`config.mk`:
```
export PLATFORM = sky130hd
export DESIGN_NAME = exu_oitf_flat
export DESIGN_NICKNAME = d
export VERILOG_FILES = /design/src/rtl/exu_oitf_pkg.sv /design/src/rtl/exu_oitf_if.sv /design/src/rtl/exu_oitf_gnrl_wrap_ptr.sv /design/src/rtl/exu_oitf.sv /design/src/flat_wrapper.sv
export SDC_FILE = /design/constraint.sdc
export NUM_CORES = 1
export LEC_CHECK = 0
export CAP_MARGIN = 20
export CORE_AREA = 2 2 96 98
export DETAILED_ROUTE_END_ITERATION = 8
export DIE_AREA = 0 0 98 100
export HOLD_SLACK_MARGIN = 0.05
export PLACE_DENSITY = 0.7
export SKIP_LAST_GASP = 1
export SLEW_MARGIN = 20
export SYNTH_ARGS = -nofsm -noshare
export SYNTH_HDL_FRONTEND = slang
export SYNTH_SLANG_ARGS = --single-unit
```
`constraint.sdc`:
```
create_clock -name clk -period 4.15 [get_ports clk]
set_clock_uncertainty 0.2 [all_clocks]
set_input_delay 0.83 -clock clk [delete_from_list [all_inputs] [get_ports clk]]
set_output_delay 0.83 -clock clk [all_outputs]
set_load 0.02 [all_outputs]
```
`src/rtl/exu_oitf_pkg.sv`:
```
// ----------------------------------------------------------------------------
// exu_oitf_pkg
//   Shared constants for the outstanding-instruction track FIFO: register
//   index width, pc width and the default FIFO depth. Also provides the
//   derivation of the entry-index width from the depth.
// ----------------------------------------------------------------------------
package exu_oitf_pkg;

    localparam int RFIDX_WIDTH = 5;   // register file index width
    localparam int PC_SIZE     = 32;  // pc width carried for debug/commit
    localparam int OITF_DEPTH  = 2;   // default number of tracked entries

    // Entry index width: $clog2(depth), but never narrower than one bit so a
    // single-entry FIFO still has a legal pointer vector.
    function automatic int oitf_ptr_w(input int depth);
        return (depth > 1) ? $clog2(depth) : 1;
    endfunction

endpackage : exu_oitf_pkg

```
`src/rtl/exu_oitf_if.sv`:
```
// ----------------------------------------------------------------------------
// exu_oitf_if
//   Bundles the dispatch, retire and hazard-check signals that connect the
//   EXU dispatch/writeback logic (master) to the OITF (slave).
//   Dispatch : dis_ena, dis_rdwen, dis_rdidx, dis_pc -> ; <- dis_ready, dis_ptr
//   Retire   : ret_ena -> ; <- ret_ptr, ret_rdwen, ret_rdidx, ret_pc
//   Check    : chk_rs{1,2}en/idx, chk_rdwen/idx -> ; <- match_rs1/rs2/rd
//   Status   : <- oitf_empty, oitf_full ; flush ->
// ----------------------------------------------------------------------------
interface exu_oitf_if
    import exu_oitf_pkg::*;
#(
    parameter int PTR_W   = 1,
    parameter int RFIDX_W = RFIDX_WIDTH,
    parameter int PC_W    = PC_SIZE
);
    logic               flush;

    logic               dis_ena;
    logic               dis_ready;
    logic [PTR_W-1:0]   dis_ptr;
    logic               dis_rdwen;
    logic [RFIDX_W-1:0] dis_rdidx;
    logic [PC_W-1:0]    dis_pc;

    logic               ret_ena;
    logic [PTR_W-1:0]   ret_ptr;
    logic               ret_rdwen;
    logic [RFIDX_W-1:0] ret_rdidx;
    logic [PC_W-1:0]    ret_pc;

    logic               chk_rs1en;
    logic               chk_rs2en;
    logic               chk_rdwen;
    logic [RFIDX_W-1:0] chk_rs1idx;
    logic [RFIDX_W-1:0] chk_rs2idx;
    logic [RFIDX_W-1:0] chk_rdidx;
    logic               match_rs1;
    logic               match_rs2;
    logic               match_rd;

    logic               oitf_empty;
    logic               oitf_full;

    // EXU side: dispatch, writeback and trap logic.
    modport master (
        output flush,
        output dis_ena, dis_rdwen, dis_rdidx, dis_pc,
        input  dis_ready, dis_ptr,
        output ret_ena,
        input  ret_ptr, ret_rdwen, ret_rdidx, ret_pc,
        output chk_rs1en, chk_rs2en, chk_rdwen, chk_rs1idx, chk_rs2idx, chk_rdidx,
        input  match_rs1, match_rs2, match_rd,
        input  oitf_empty, oitf_full
    );

    // OITF side.
    modport slave (
        input  flush,
        input  dis_ena, dis_rdwen, dis_rdidx, dis_pc,
        output dis_ready, dis_ptr,
        input  ret_ena,
        output ret_ptr, ret_rdwen, ret_rdidx, ret_pc,
        input  chk_rs1en, chk_rs2en, chk_rdwen, chk_rs1idx, chk_rs2idx, chk_rdidx,
        output match_rs1, match_rs2, match_rd,
        output oitf_empty, oitf_full
    );

endinterface : exu_oitf_if

```
`src/rtl/exu_oitf_gnrl_wrap_ptr.sv`:
```
// ----------------------------------------------------------------------------
// gnrl_wrap_ptr
//   Index counter running 0..DEPTH-1 with a wrap flag that toggles each time
//   the index rolls over. Comparing two such pointers (index and flag) tells
//   an empty FIFO from a full one without a separate occupancy counter.
//   clk  : rising-edge clock
//   rst  : asynchronous active-low reset (index 0, flag 0)
//   clr  : synchronous clear to index 0, flag 0 (wins over inc)
//   inc  : advance by one entry
//   idx  : current entry index
//   flag : current wrap flag
// ----------------------------------------------------------------------------
module gnrl_wrap_ptr #(
    parameter int DEPTH = 2,
    parameter int PTR_W = 1
) (
    input  logic             clk,
    input  logic             rst,
    input  logic             clr,
    input  logic             inc,
    output logic [PTR_W-1:0] idx,
    output logic             flag
);

    localparam logic [PTR_W-1:0] LAST_IDX = PTR_W'(DEPTH - 1);

    // NOTE: registers use non-blocking assignments so every flop samples
    // pre-edge values regardless of block evaluation order.
    always_ff @(posedge clk or negedge rst) begin
        if (!rst) begin
            idx  <= '0;
            flag <= 1'b0;
        end else if (clr) begin
            idx  <= '0;
            flag <= 1'b0;
        end else if (inc) begin
            // Explicit rollover: DEPTH need not be a power of two.
            if (idx == LAST_IDX) begin
                idx  <= '0;
                flag <= ~flag;
            end else begin
                idx  <= idx + 1'b1;
            end
        end
    end

endmodule : gnrl_wrap_ptr

```
`src/rtl/exu_oitf.sv`:
```
// ----------------------------------------------------------------------------
// exu_oitf
//   Outstanding Instruction Track FIFO. Dispatch of a long-latency op
//   (LSU, MULDIV) allocates the tail entry; its writeback retires the head
//   entry. The rd of every live entry is compared against the operands of the
//   instruction at dispatch so dispatch can stall on RAW/WAW hazards.
//   clk  : rising-edge clock
//   rst  : asynchronous active-low reset, drops all entries
//   oitf : exu_oitf_if.slave -- dispatch, retire, check and status signals
// ----------------------------------------------------------------------------
module exu_oitf
    import exu_oitf_pkg::*;
#(
    parameter int DEPTH   = OITF_DEPTH,
    parameter int PTR_W   = oitf_ptr_w(DEPTH),
    parameter int RFIDX_W = RFIDX_WIDTH,
    parameter int PC_W    = PC_SIZE
) (
    input  logic       clk,
    input  logic       rst,
    exu_oitf_if.slave  oitf
);

    logic [PTR_W-1:0]   wr_idx;
    logic               wr_flag;
    logic [PTR_W-1:0]   rd_idx;
    logic               rd_flag;
    logic               empty;
    logic               full;
    logic               alloc;
    logic               retire;

    logic [DEPTH-1:0]   ent_vld;
    logic [DEPTH-1:0]   ent_rdwen;
    logic [RFIDX_W-1:0] ent_rdidx [DEPTH];
    logic [PC_W-1:0]    ent_pc    [DEPTH];

    logic               hit_rs1;
    logic               hit_rs2;
    logic               hit_rd;

    // ------------------------------------------------------------------
    // Pointers and status. Both flags come only from registered pointers,
    // so dis_ready has no combinational path from ret_ena.
    // ------------------------------------------------------------------
    assign empty = (wr_idx == rd_idx) && (wr_flag == rd_flag);
    assign full  = (wr_idx == rd_idx) && (wr_flag != rd_flag);

    // flush overrides both handshakes; illegal requests (allocate when
    // full, retire when empty) are simply dropped.
    assign alloc  = oitf.dis_ena && !full  && !oitf.flush;
    assign retire = oitf.ret_ena && !empty && !oitf.flush;

    gnrl_wrap_ptr #(
        .DEPTH (DEPTH),
        .PTR_W (PTR_W)
    ) u_wr_ptr (
        .clk  (clk),
        .rst  (rst),
        .clr  (oitf.flush),
        .inc  (alloc),
        .idx  (wr_idx),
        .flag (wr_flag)
    );

    gnrl_wrap_ptr #(
        .DEPTH (DEPTH),
        .PTR_W (PTR_W)
    ) u_rd_ptr (
        .clk  (clk),
        .rst  (rst),
        .clr  (oitf.flush),
        .inc  (retire),
        .idx  (rd_idx),
        .flag (rd_flag)
    );

    assign oitf.oitf_empty = empty;
    assign oitf.oitf_full  = full;
    assign oitf.dis_ready  = !full;
    assign oitf.dis_ptr    = wr_idx;
    assign oitf.ret_ptr    = rd_idx;

    // ------------------------------------------------------------------
    // Entry valid bits: the only per-entry state that must reset, since
    // everything observable is qualified by it or by empty.
    // Allocate and retire never target the same index in one cycle: that
    // would need the FIFO to be both full and empty.
    // ------------------------------------------------------------------
    always_ff @(posedge clk or negedge rst) begin
        if (!rst) begin
            ent_vld <= '0;
        end else if (oitf.flush) begin
            ent_vld <= '0;
        end else begin
            for (int i = 0; i < DEPTH; i++) begin
                if (alloc && (wr_idx == PTR_W'(i))) begin
                    ent_vld[i] <= 1'b1;
                end else if (retire && (rd_idx == PTR_W'(i))) begin
                    ent_vld[i] <= 1'b0;
                end
            end
        end
    end

    // NOTE: the payload array has no reset; it is only ever read through
    // ent_vld or !empty, so resetting it would add reset fan-out for nothing.
    always_ff @(posedge clk) begin
        for (int i = 0; i < DEPTH; i++) begin
            if (alloc && (wr_idx == PTR_W'(i))) begin
                ent_rdwen[i] <= oitf.dis_rdwen;
                ent_rdidx[i] <= oitf.dis_rdidx;
                ent_pc[i]    <= oitf.dis_pc;
            end
        end
    end

    // ------------------------------------------------------------------
    // Head entry view, forced to zero while nothing is live.
    // ------------------------------------------------------------------
    // NOTE: every always_comb output gets a default before the loop so no
    // path leaves it unassigned and no latch is inferred.
    always_comb begin
        oitf.ret_rdwen = 1'b0;
        oitf.ret_rdidx = '0;
        oitf.ret_pc    = '0;
        for (int i = 0; i < DEPTH; i++) begin
            if (!empty && (rd_idx == PTR_W'(i))) begin
                oitf.ret_rdwen = ent_rdwen[i];
                oitf.ret_rdidx = ent_rdidx[i];
                oitf.ret_pc    = ent_pc[i];
            end
        end
    end

    // ------------------------------------------------------------------
    // Hazard match: OR over live entries that write rd. An entry retiring
    // this cycle still matches (conservative); one allocating this cycle is
    // visible only once its valid bit is set.
    // ------------------------------------------------------------------
    always_comb begin
        hit_rs1 = 1'b0;
        hit_rs2 = 1'b0;
        hit_rd  = 1'b0;
        for (int i = 0; i < DEPTH; i++) begin
            if (ent_vld[i] && ent_rdwen[i]) begin
                hit_rs1 = hit_rs1 | (ent_rdidx[i] == oitf.chk_rs1idx);
                hit_rs2 = hit_rs2 | (ent_rdidx[i] == oitf.chk_rs2idx);
                hit_rd  = hit_rd  | (ent_rdidx[i] == oitf.chk_rdidx);
            end
        end
    end

    // x0 is hard-wired zero, so it never creates a dependency.
    assign oitf.match_rs1 = oitf.chk_rs1en && (oitf.chk_rs1idx != '0) && hit_rs1;
    assign oitf.match_rs2 = oitf.chk_rs2en && (oitf.chk_rs2idx != '0) && hit_rs2;
    assign oitf.match_rd  = oitf.chk_rdwen && (oitf.chk_rdidx  != '0) && hit_rd;

endmodule : exu_oitf

```
`src/flat_wrapper.sv`:
```
// flat-port wrapper written by rule: the top's interface ports become plain ports
module exu_oitf_flat import exu_oitf_pkg::*;
#(
    parameter int DEPTH   = OITF_DEPTH,
    parameter int PTR_W   = oitf_ptr_w(DEPTH),
    parameter int RFIDX_W = RFIDX_WIDTH,
    parameter int PC_W    = PC_SIZE
)
  (clk, rst, oitf_flush, oitf_dis_ena, oitf_dis_rdwen, oitf_dis_rdidx, oitf_dis_pc, oitf_dis_ready, oitf_dis_ptr, oitf_ret_ena, oitf_ret_ptr, oitf_ret_rdwen, oitf_ret_rdidx, oitf_ret_pc, oitf_chk_rs1en, oitf_chk_rs2en, oitf_chk_rdwen, oitf_chk_rs1idx, oitf_chk_rs2idx, oitf_chk_rdidx, oitf_match_rs1, oitf_match_rs2, oitf_match_rd, oitf_oitf_empty, oitf_oitf_full);
  exu_oitf_if #(.PTR_W(PTR_W), .RFIDX_W(RFIDX_W), .PC_W(PC_W)) oitf_i ();
  input  logic clk;
  input  logic rst;
  input wire logic [$bits(oitf_i.flush)-1:0] oitf_flush;
  input wire logic [$bits(oitf_i.dis_ena)-1:0] oitf_dis_ena;
  input wire logic [$bits(oitf_i.dis_rdwen)-1:0] oitf_dis_rdwen;
  input wire logic [$bits(oitf_i.dis_rdidx)-1:0] oitf_dis_rdidx;
  input wire logic [$bits(oitf_i.dis_pc)-1:0] oitf_dis_pc;
  output wire logic [$bits(oitf_i.dis_ready)-1:0] oitf_dis_ready;
  output wire logic [$bits(oitf_i.dis_ptr)-1:0] oitf_dis_ptr;
  input wire logic [$bits(oitf_i.ret_ena)-1:0] oitf_ret_ena;
  output wire logic [$bits(oitf_i.ret_ptr)-1:0] oitf_ret_ptr;
  output wire logic [$bits(oitf_i.ret_rdwen)-1:0] oitf_ret_rdwen;
  output wire logic [$bits(oitf_i.ret_rdidx)-1:0] oitf_ret_rdidx;
  output wire logic [$bits(oitf_i.ret_pc)-1:0] oitf_ret_pc;
  input wire logic [$bits(oitf_i.chk_rs1en)-1:0] oitf_chk_rs1en;
  input wire logic [$bits(oitf_i.chk_rs2en)-1:0] oitf_chk_rs2en;
  input wire logic [$bits(oitf_i.chk_rdwen)-1:0] oitf_chk_rdwen;
  input wire logic [$bits(oitf_i.chk_rs1idx)-1:0] oitf_chk_rs1idx;
  input wire logic [$bits(oitf_i.chk_rs2idx)-1:0] oitf_chk_rs2idx;
  input wire logic [$bits(oitf_i.chk_rdidx)-1:0] oitf_chk_rdidx;
  output wire logic [$bits(oitf_i.match_rs1)-1:0] oitf_match_rs1;
  output wire logic [$bits(oitf_i.match_rs2)-1:0] oitf_match_rs2;
  output wire logic [$bits(oitf_i.match_rd)-1:0] oitf_match_rd;
  output wire logic [$bits(oitf_i.oitf_empty)-1:0] oitf_oitf_empty;
  output wire logic [$bits(oitf_i.oitf_full)-1:0] oitf_oitf_full;
  assign oitf_i.flush = oitf_flush;
  assign oitf_i.dis_ena = oitf_dis_ena;
  assign oitf_i.dis_rdwen = oitf_dis_rdwen;
  assign oitf_i.dis_rdidx = oitf_dis_rdidx;
  assign oitf_i.dis_pc = oitf_dis_pc;
  assign oitf_dis_ready = oitf_i.dis_ready;
  assign oitf_dis_ptr = oitf_i.dis_ptr;
  assign oitf_i.ret_ena = oitf_ret_ena;
  assign oitf_ret_ptr = oitf_i.ret_ptr;
  assign oitf_ret_rdwen = oitf_i.ret_rdwen;
  assign oitf_ret_rdidx = oitf_i.ret_rdidx;
  assign oitf_ret_pc = oitf_i.ret_pc;
  assign oitf_i.chk_rs1en = oitf_chk_rs1en;
  assign oitf_i.chk_rs2en = oitf_chk_rs2en;
  assign oitf_i.chk_rdwen = oitf_chk_rdwen;
  assign oitf_i.chk_rs1idx = oitf_chk_rs1idx;
  assign oitf_i.chk_rs2idx = oitf_chk_rs2idx;
  assign oitf_i.chk_rdidx = oitf_chk_rdidx;
  assign oitf_match_rs1 = oitf_i.match_rs1;
  assign oitf_match_rs2 = oitf_i.match_rs2;
  assign oitf_match_rd = oitf_i.match_rd;
  assign oitf_oitf_empty = oitf_i.oitf_empty;
  assign oitf_oitf_full = oitf_i.oitf_full;
  exu_oitf #(.DEPTH(DEPTH), .PTR_W(PTR_W), .RFIDX_W(RFIDX_W), .PC_W(PC_W)) u_core (.clk(clk), .rst(rst), .oitf(oitf_i));
endmodule
```
==> run_summary.xml, run 1 <==
<?xml version="1.0" encoding="UTF-8"?>
<metrics>
  <group name="run_status">
    <metric name="outcome" unit="">completed</metric>
  </group>
  <group name="cells_and_area">
    <metric name="layout-drive-gt1-share" unit="%">7.521</metric>
    <metric name="final_net_count" unit="">416</metric>
    <metric name="area_growth" unit="%">41.06</metric>
    <metric name="count_of_filler_cells_inserted_in_the_layout" unit="">750</metric>
    <metric name="diodes" unit="">0</metric>
  </group>
  <group name="detailed_routing">
    <metric name="avgViaCountPerCell" unit="">4.943</metric>
    <metric name="drc_errors" unit="">0</metric>
    <metric name="antenna_violating_nets_post_route" unit="">0</metric>
    <metric name="detailroute.via_count" unit="">2323</metric>
    <metric name="detailedRoute.firstIterationViolations" unit="">83</metric>
    <metric name="detail_route.wirelength" unit="mm">7.474</metric>
    <metric name="wl_per_cell" unit="um">15.90</metric>
    <metric name="firstDrtPassIters" unit="">4</metric>
  </group>
  <group name="setup_path">
    <metric name="critPathBufInv" unit="">2</metric>
    <metric name="timing.reg2reg.worst_path_depth" unit="">4</metric>
    <metric name="worstPathCellList" unit="">clkdlybuf4s50_1, xor2_1, nor4_1, nand4_1, a21oi_1, clkdlybuf4s50_1</metric>
    <metric name="critPathTopFamily" unit="">buffers and inverters</metric>
    <metric name="critical_path.reg2reg.startpoint" unit="">u_core.u_wr_ptr.idx</metric>
    <metric name="setup.worst_path.start" unit="">oitf_chk_rs1idx[4]</metric>
    <metric name="max_stage_delay" unit="ps">630</metric>
    <metric name="worst-r2r-setup-slack" unit="ps">1460</metric>
    <metric name="cp_num_cells" unit="">6</metric>
    <metric name="critical-path-slowest-cell" unit="">sky130_fd_sc_hd__clkdlybuf4s50_1</metric>
    <metric name="rr_endpoint" unit="">u_core.ent_rdidx[0][9]</metric>
    <metric name="critPathRequiredTime" unit="ps">3120</metric>
    <metric name="cpMostUsedCell" unit="">sky130_fd_sc_hd__clkdlybuf4s50_1</metric>
    <metric name="timing.critical_path.to" unit="">oitf_match_rs1</metric>
    <metric name="crit_arrival" unit="ps">2790</metric>
    <metric name="crit_path_end_kind" unit="">primary output</metric>
    <metric name="maximum_net_fanout_on_the_critical_path" unit="">3</metric>
    <metric name="timing.setup.critical_path_class" unit="">in -&gt; out</metric>
    <metric name="timing.critical_path.from_type" unit="">input port</metric>
  </group>
  <group name="synthesis">
    <metric name="synth-edff-count" unit="">76</metric>
    <metric name="yosys_top_cell_by_area" unit="">sky130_fd_sc_hd__edfxtp_1</metric>
    <metric name="synth_area_per_cell" unit="sq um">14.69</metric>
    <metric name="most_used_dff_post_synth" unit="">sky130_fd_sc_hd__edfxtp_1</metric>
    <metric name="postSynthCellCount" unit="">242</metric>
    <metric name="synth.distinct_cells" unit="">22</metric>
    <metric name="synth_seq_cells" unit="">82</metric>
    <metric name="synthDominantCellAreaShare" unit="%">64.18</metric>
    <metric name="post_synthesis_net_count" unit="">303</metric>
    <metric name="synth.area.top_cells" unit="">sky130_fd_sc_hd__edfxtp_1 64%, sky130_fd_sc_hd__mux2i_1 11%, sky130_fd_sc_hd__xor2_1 7.1%, sky130_fd_sc_hd__nor2_1 4.5%, sky130_fd_sc_hd__dfrtp_1 4.2%</metric>
    <metric name="yosys.cell_count.top_type" unit="">sky130_fd_sc_hd__edfxtp_1</metric>
    <metric name="seq_area_frac_synth" unit="%">68.40</metric>
    <metric name="synthArstFlopShare" unit="%">7.317</metric>
    <metric name="synth.yosys.warnings" unit="">0</metric>
    <metric name="synth_top_cells_by_count" unit="">76 x sky130_fd_sc_hd__edfxtp_1, 43 x sky130_fd_sc_hd__nor2_1, 38 x sky130_fd_sc_hd__mux2i_1, 29 x sky130_fd_sc_hd__xor2_1</metric>
    <metric name="post_synthesis_cell_area" unit="sq um">3556</metric>
  </group>
  <group name="clock_network">
    <metric name="clock_tree_from_tritoncts" unit="">done</metric>
    <metric name="cts_htree_levels" unit="">3</metric>
    <metric name="cts_buffer_depth" unit="">2</metric>
    <metric name="cts-resized-gates" unit="">0</metric>
    <metric name="tritoncts.num_buffers" unit="">9</metric>
    <metric name="worstSkewPairLatency" unit="ps">330</metric>
    <metric name="clkSinkCount" unit="">82</metric>
    <metric name="post-cts-setup-buffer-count" unit="">0</metric>
    <metric name="clkSlewWorstSetupHoldPaths" unit="ps">80</metric>
    <metric name="clock-root-buffer" unit="">sky130_fd_sc_hd__clkbuf_8</metric>
    <metric name="holdBufCountCts" unit="">0</metric>
  </group>
  <group name="timing">
    <metric name="relSlewSlack" unit="%">28.38</metric>
    <metric name="min_period" unit="ps">3819</metric>
    <metric name="finalHoldViolations" unit="">0</metric>
    <metric name="setup_viol" unit="">0</metric>
    <metric name="rsz0062_at_grt" unit="">false</metric>
    <metric name="layout_worst_path_cycle_share" unit="%">92.03</metric>
    <metric name="timing.setup.tns" unit="ps">0</metric>
    <metric name="timing_max_transition_violations_final" unit="">0</metric>
    <metric name="actual_transition_at_the_worst_max_transition_pin" unit="ps">1072</metric>
    <metric name="achievable-frequency" unit="GHz">0.2618</metric>
  </group>
  <group name="floorplan">
    <metric name="placement_rows" unit="">35</metric>
    <metric name="die-area" unit="sq um">9800</metric>
    <metric name="dieHeight" unit="um">100</metric>
    <metric name="core_area" unit="sq um">8890</metric>
    <metric name="floorplan.initialDensity" unit="%">40.00</metric>
    <metric name="ioPinCount" unit="">107</metric>
    <metric name="floorplan.die.width" unit="um">98</metric>
  </group>
  <group name="global_routing">
    <metric name="grt_first_pass_wirelength" unit="mm">11.63</metric>
    <metric name="global_route.usage.total" unit="%">15.61</metric>
    <metric name="via_count_of_the_first_global_routing_pass" unit="">2417</metric>
    <metric name="grt_start_max_net_pins" unit="">43</metric>
    <metric name="antenna_found_initial" unit="">0</metric>
    <metric name="grt_remaining_overflow" unit="">0</metric>
  </group>
  <group name="placement">
    <metric name="post-dp-hpwl" unit="mm">5.080</metric>
    <metric name="finalWeightedCongestion" unit="">0.8727</metric>
    <metric name="port-buffer-count" unit="">106</metric>
  </group>
  <group name="power">
    <metric name="peakVddDrop" unit="V">0.0004096</metric>
    <metric name="power.density_cell_area" unit="nW/um^2">623.2</metric>
    <metric name="total_power" unit="mW">3.126</metric>
    <metric name="leakage" unit="nW">1.709</metric>
  </group>
  <group name="min_path">
    <metric name="min_delay_path_class" unit="">reg -&gt; reg</metric>
  </group>
  <group name="flow_run">
    <metric name="max_cap_violations" unit="">0</metric>
  </group>
</metrics>
[kinds of logic (layout without fill, tap and decap cells)]
kind of cell	after synthesis	in the layout	synth area share, %
XOR/XNOR	37	37	9.324
buffers and inverters	11	128	1.408
AO/OA/AOI/OAI	12	12	2.041
multiplexers	38	38	10.70
flip-flops	82	82	68.40
AND/OR/NAND/NOR	62	62	8.128
[registers in the layout, summed over array words and instances (netlist names)]
| signal | count |
|---|---|
| u_core.ent_rdidx | 10 |
| u_core.u_rd_ptr.idx | 1 |
| u_core.u_wr_ptr.idx | 1 |
| u_core.ent_rdwen | 2 |
| u_core.ent_pc | 64 |
| u_core.u_rd_ptr.flag | 1 |
| u_core.u_wr_ptr.flag | 1 |
| u_core.ent_vld | 2 |
[layer usage]
metal | GRT usage, % | wire length (um) | share of wire, % | vias to the layer above
met5 | 0 | 0 | 0 | -
li1 | - | - | - | 1119
met1 | 20.03 | 3262 | 44 | 1117
met3 | 4.596 | 366 | 4.9 | 9
met4 | 6.517 | 108 | 1.4 | 0
met2 | 24.97 | 3736 | 50 | 78
[power by group]
part	switching, mW	leakage, nW	internal, mW
Combinational	0.782	0.817	0.636
Sequential	0.0458	0.776	0.989
Clock	0.274	0.116	0.399
[final cells by class]
type                       instances  area [sq um]  area share (%)
clock buffer                       9         123.9           2.469
clock inverter                     6         115.1           2.295
inverter                           2         7.507          0.1497
multi-input combinational        149          1099           21.90
sequential                        82          2434           48.52
tap                              111         138.9           2.769
timing repair buffer             111          1099           21.90
[how the worst min path moves through the flow]
stage	start	end	slack (ps)	depth (start not counted)
after floorplan	rst	u_core.ent_vld[0]	330	0
after global placement	u_core.u_wr_ptr.flag	u_core.u_wr_ptr.flag	380	2
after detailed placement	u_core.ent_vld[0]	u_core.ent_vld[0]	400	1
after CTS	u_core.ent_vld[0]	u_core.ent_vld[0]	410	1
after global routing	u_core.ent_vld[1]	u_core.ent_vld[1]	440	1
final	u_core.ent_vld[0]	u_core.ent_vld[0]	410	1
[metrics by stage]
step / cell area (sq um) / setup slack, ps / hold WS, ps / std cells / utilization [%]
finish: 5016 / 330.8 / 411.7 / 470 / 56.43
global route: 5016 / 214.9 / 436.3 / 470 / 56.43
CTS: 5016 / 317.4 / 410.9 / 470 / 56.43
detailed placement: 4777 / 317.4 / 395.4 / 455 / 53.74
global placement: 4777 / 352.2 / 381.8 / 455 / 53.74
floorplan: 3561 / 916.0 / 334.4 / 242 / -
[placed cells by master, fill, tap and decap left out]
cell type	netlist	final
sky130_fd_sc_hd__edfxtp_1	76	76
sky130_fd_sc_hd__o211ai_1	2	2
sky130_fd_sc_hd__dfrtp_1	6	5
sky130_fd_sc_hd__dfrtp_2	0	1
sky130_fd_sc_hd__a21oi_1	3	3
sky130_fd_sc_hd__nor4_1	6	6
sky130_fd_sc_hd__nor2_1	43	42
sky130_fd_sc_hd__or2_0	1	1
sky130_fd_sc_hd__bufinv_16	0	3
sky130_fd_sc_hd__clkdlybuf4s50_1	0	106
sky130_fd_sc_hd__xor2_2	1	1
sky130_fd_sc_hd__nor3b_4	0	1
sky130_fd_sc_hd__inv_1	2	2
sky130_fd_sc_hd__buf_4	0	5
sky130_fd_sc_hd__xnor2_1	7	7
sky130_fd_sc_hd__nand4_1	6	6
sky130_fd_sc_hd__nor3_4	0	1
sky130_fd_sc_hd__clkbuf_8	0	9
sky130_fd_sc_hd__inv_6	0	1
sky130_fd_sc_hd__clkinv_4	0	1
sky130_fd_sc_hd__a31o_2	2	2
sky130_fd_sc_hd__nor2_4	0	1
sky130_fd_sc_hd__mux2i_1	38	38
sky130_fd_sc_hd__o21ai_0	3	3
sky130_fd_sc_hd__clkinvlp_4	0	1
sky130_fd_sc_hd__or4_1	3	3
sky130_fd_sc_hd__xor2_1	29	29
sky130_fd_sc_hd__o21ai_1	2	2
sky130_fd_sc_hd__nand2b_1	1	1
[worst reg2reg max path, stage by stage, from the launching register on]
cell,delay [ps]
sky130_fd_sc_hd__dfrtp_1,540
sky130_fd_sc_hd__xor2_2,340
sky130_fd_sc_hd__o21ai_1,230
sky130_fd_sc_hd__nor3b_4,680
sky130_fd_sc_hd__buf_4,380
(Power assumes the default switching activity.)
==> run 2: changes to the inputs <==
--- a/config.mk
+++ b/config.mk
@@ -6,10 +6,10 @@
 export NUM_CORES = 1
 export LEC_CHECK = 0
 export CAP_MARGIN = 20
-export CORE_AREA = 2 2 96 98
+export CORE_AREA = 4 4 98 100
 export DETAILED_ROUTE_END_ITERATION = 8
-export DIE_AREA = 0 0 98 100
-export HOLD_SLACK_MARGIN = 0.05
+export DIE_AREA = 0 0 102 104
+export HOLD_SLACK_MARGIN = 0.06
 export PLACE_DENSITY = 0.7
 export SKIP_LAST_GASP = 1
 export SLEW_MARGIN = 20
==> run 2 against run 1 <==
Worst hold slack got worse by 9.5 ps. Combinational power about the same. Cell area fell by 0.80%. Largest power group unchanged. Non-clock buffer count up 1. Largest cell class unchanged. Sequential share of layout area is 0.39 points higher. Sequential cell count did not move. Wire length increased by 0.28%. Highest routed layer unchanged. Global-route usage decreased by 1.1 points. Sequential power barely moved.
==> run_summary.xml, run 2 (synthesis gave the netlist of run 1 again) <==
<?xml version="1.0" encoding="UTF-8"?>
<metrics>
  <group name="run_status">
    <metric name="outcome" unit="">completed</metric>
  </group>
  <group name="timing">
    <metric name="setup_viol" unit="">0</metric>
    <metric name="finalHoldViolations" unit="">0</metric>
    <metric name="min_period" unit="ps">3799</metric>
    <metric name="timing.setup.tns" unit="ps">0</metric>
    <metric name="timing_max_transition_violations_final" unit="">0</metric>
    <metric name="actual_transition_at_the_worst_max_transition_pin" unit="ps">694.6</metric>
    <metric name="layout_worst_path_cycle_share" unit="%">91.54</metric>
    <metric name="rsz0062_at_grt" unit="">false</metric>
    <metric name="achievable-frequency" unit="GHz">0.2632</metric>
    <metric name="relSlewSlack" unit="%">53.69</metric>
  </group>
  <group name="setup_path">
    <metric name="critPathRequiredTime" unit="ps">3120</metric>
    <metric name="critical_path.reg2reg.startpoint" unit="">u_core.u_wr_ptr.idx</metric>
    <metric name="setup.worst_path.start" unit="">oitf_chk_rs1idx[4]</metric>
    <metric name="crit_path_end_kind" unit="">primary output</metric>
    <metric name="maximum_net_fanout_on_the_critical_path" unit="">3</metric>
    <metric name="crit_arrival" unit="ps">2770</metric>
    <metric name="timing.setup.critical_path_class" unit="">in -&gt; out</metric>
    <metric name="timing.critical_path.from_type" unit="">input port</metric>
  </group>
  <group name="detailed_routing">
    <metric name="detailroute.wirelength.met2" unit="mm">3.892</metric>
    <metric name="route.top_layer_used" unit="">met4</metric>
    <metric name="detailed_routing_wirelength_on_met1" unit="mm">3.006</metric>
    <metric name="wl_per_cell" unit="um">15.98</metric>
    <metric name="detailedRoute.firstIterationViolations" unit="">77</metric>
    <metric name="detailroute.via_count" unit="">2342</metric>
    <metric name="drc_errors" unit="">0</metric>
    <metric name="sum_of_met3_wire_segment_lengths_after_detailed_routing" unit="um">533</metric>
    <metric name="detail_route.wirelength" unit="mm">7.495</metric>
    <metric name="firstDrtPassIters" unit="">4</metric>
    <metric name="antenna_violating_nets_post_route" unit="">0</metric>
    <metric name="avgViaCountPerCell" unit="">4.994</metric>
  </group>
  <group name="placement">
    <metric name="port-buffer-count" unit="">106</metric>
    <metric name="post-dp-hpwl" unit="mm">5.369</metric>
    <metric name="finalWeightedCongestion" unit="">0.8621</metric>
    <metric name="numPlacedInstances" unit="">453</metric>
  </group>
  <group name="cells_and_area">
    <metric name="layout_top_registers" unit="">u_core.ent_pc (64), u_core.ent_rdidx (10)</metric>
    <metric name="most-common-layout-cells" unit="">106 x sky130_fd_sc_hd__clkdlybuf4s50_1, 76 x sky130_fd_sc_hd__edfxtp_1, 42 x sky130_fd_sc_hd__nor2_1</metric>
    <metric name="layout_commonest_cell" unit="">sky130_fd_sc_hd__clkdlybuf4s50_1</metric>
    <metric name="diodes" unit="">0</metric>
    <metric name="final_net_count" unit="">417</metric>
    <metric name="area_growth" unit="%">39.94</metric>
    <metric name="count_of_filler_cells_inserted_in_the_layout" unit="">732</metric>
    <metric name="final-instance-count-excl-fill" unit="">469</metric>
    <metric name="layout-drive-gt1-share" unit="%">7.479</metric>
    <metric name="largest_register_ffs" unit="">64</metric>
    <metric name="largest_register" unit="">u_core.ent_pc</metric>
  </group>
  <group name="clock_network">
    <metric name="holdBufCountCts" unit="">0</metric>
    <metric name="clkSlewWorstSetupHoldPaths" unit="ps">70</metric>
    <metric name="clock_tree_from_tritoncts" unit="">done</metric>
    <metric name="tritoncts.num_buffers" unit="">9</metric>
    <metric name="cts-resized-gates" unit="">0</metric>
    <metric name="cts_htree_levels" unit="">3</metric>
    <metric name="clock-root-buffer" unit="">sky130_fd_sc_hd__clkbuf_8</metric>
    <metric name="clkSinkCount" unit="">82</metric>
    <metric name="worstSkewPairLatency" unit="ps">330</metric>
    <metric name="cts_buffer_depth" unit="">2</metric>
    <metric name="post-cts-setup-buffer-count" unit="">0</metric>
  </group>
  <group name="power">
    <metric name="total_power" unit="mW">3.009</metric>
    <metric name="power_switching" unit="mW">1.094</metric>
    <metric name="leakage" unit="nW">1.692</metric>
    <metric name="power_frac_comb" unit="%">47.1</metric>
    <metric name="power_report.internal_total" unit="mW">1.915</metric>
    <metric name="power.switching_fraction" unit="%">36.35</metric>
    <metric name="seq_power_share" unit="%">34.4</metric>
    <metric name="peakVddDrop" unit="V">0.0003837</metric>
    <metric name="pwr-share-clk" unit="%">18.6</metric>
    <metric name="power.density_cell_area" unit="nW/um^2">604.6</metric>
  </group>
  <group name="floorplan">
    <metric name="floorplan.die.width" unit="um">102</metric>
    <metric name="floorplan.initialDensity" unit="%">40.97</metric>
    <metric name="die-area" unit="sq um">10610</metric>
    <metric name="ioPinCount" unit="">107</metric>
    <metric name="core_area" unit="sq um">8678</metric>
    <metric name="dieHeight" unit="um">104</metric>
    <metric name="placement_rows" unit="">34</metric>
  </group>
  <group name="min_path">
    <metric name="min_delay_path_class" unit="">reg -&gt; reg</metric>
    <metric name="hold_start" unit="">u_core.ent_vld[1]</metric>
  </group>
  <group name="global_routing">
    <metric name="via_count_of_the_first_global_routing_pass" unit="">2568</metric>
    <metric name="grt_first_pass_wirelength" unit="mm">12.01</metric>
    <metric name="grt_start_max_net_pins" unit="">43</metric>
    <metric name="antenna_found_initial" unit="">0</metric>
    <metric name="grt_remaining_overflow" unit="">0</metric>
    <metric name="global_route.usage.total" unit="%">14.48</metric>
  </group>
  <group name="flow_run">
    <metric name="max_cap_violations" unit="">0</metric>
  </group>
</metrics>
-- run 2: metrics by stage --
| step | area [sq um] | utilization [%] | hold slack, ps | setup slack (ps) |
|---|---|---|---|---|
| 6_report | 4976 | 57.34 | 402.2 | 350.9 |
| 3_5_place_dp | 4781 | 55.09 | 392.6 | 327.5 |
| 5_1_grt | 4976 | 57.34 | 436.1 | 272.3 |
| 3_3_place_gp | 4781 | 55.09 | 383.4 | 355.8 |
| 2_1_floorplan | 3561 | - | 334.4 | 916.0 |
| 4_1_cts | 4976 | 57.34 | 409.7 | 320.7 |
-- run 2: per-layer routing --
layer  vias up  GRT usage, %
met5         -             0
li1       1116             -
met4         0         4.499
met2        80         25.72
met1      1138         16.39
met3         8         4.359
-- run 2: layout make-up --
cell class	count	area [sq um]	share of cell area, %
inverter	2	7.507	0.1509
clock buffer	11	131.4	2.640
sequential	82	2434	48.91
timing repair buffer	112	1106	22.23
multi-input combinational	149	1099	22.08
clock inverter	5	63.81	1.282
tap	108	135.1	2.716
-- run 2: critical path, cell delays in order --
cell	delay, ps
sky130_fd_sc_hd__clkdlybuf4s50_1	460
sky130_fd_sc_hd__xor2_1	190
sky130_fd_sc_hd__nor4_1	370
sky130_fd_sc_hd__nand4_1	130
sky130_fd_sc_hd__a21oi_1	160
sky130_fd_sc_hd__clkdlybuf4s50_1	630
-- run 2: power by group through the flow --
stage,clock (mW),combinational [mW],sequential [mW]
after global placement,0,1.43,1.05
after global routing,0.607,1.53,1.04
after floorplan,0,0.789,1.05
after detailed placement,0,1.44,1.05
final,0.558,1.42,1.03
after CTS,0.576,1.45,1.03
-- run 2: path summary, 6_finish.rpt --
path / endpoint / slack [ps] / cells past startpoint
max: oitf_match_rs1 / 350 / 6
min: u_core.ent_vld[1] / 400 / 1
max reg2reg: u_core.ent_rdidx[0][5] / 1910 / 4
min reg2reg: u_core.ent_vld[1] / 400 / 1
max in group asynchronous: u_core.u_rd_ptr.idx / 2960 / 1
min in group asynchronous: u_core.ent_vld[0] / 530 / 1
==> run 3: changes to the inputs <==
--- a/config.mk
+++ b/config.mk
@@ -12,7 +12,6 @@
 export HOLD_SLACK_MARGIN = 0.06
 export PLACE_DENSITY = 0.7
 export SKIP_LAST_GASP = 1
-export SLEW_MARGIN = 20
 export SYNTH_ARGS = -nofsm -noshare
 export SYNTH_HDL_FRONTEND = slang
 export SYNTH_SLANG_ARGS = --single-unit
==> results of run 3 <==
Final layout, timing and power as in run 2 (identical DEF).
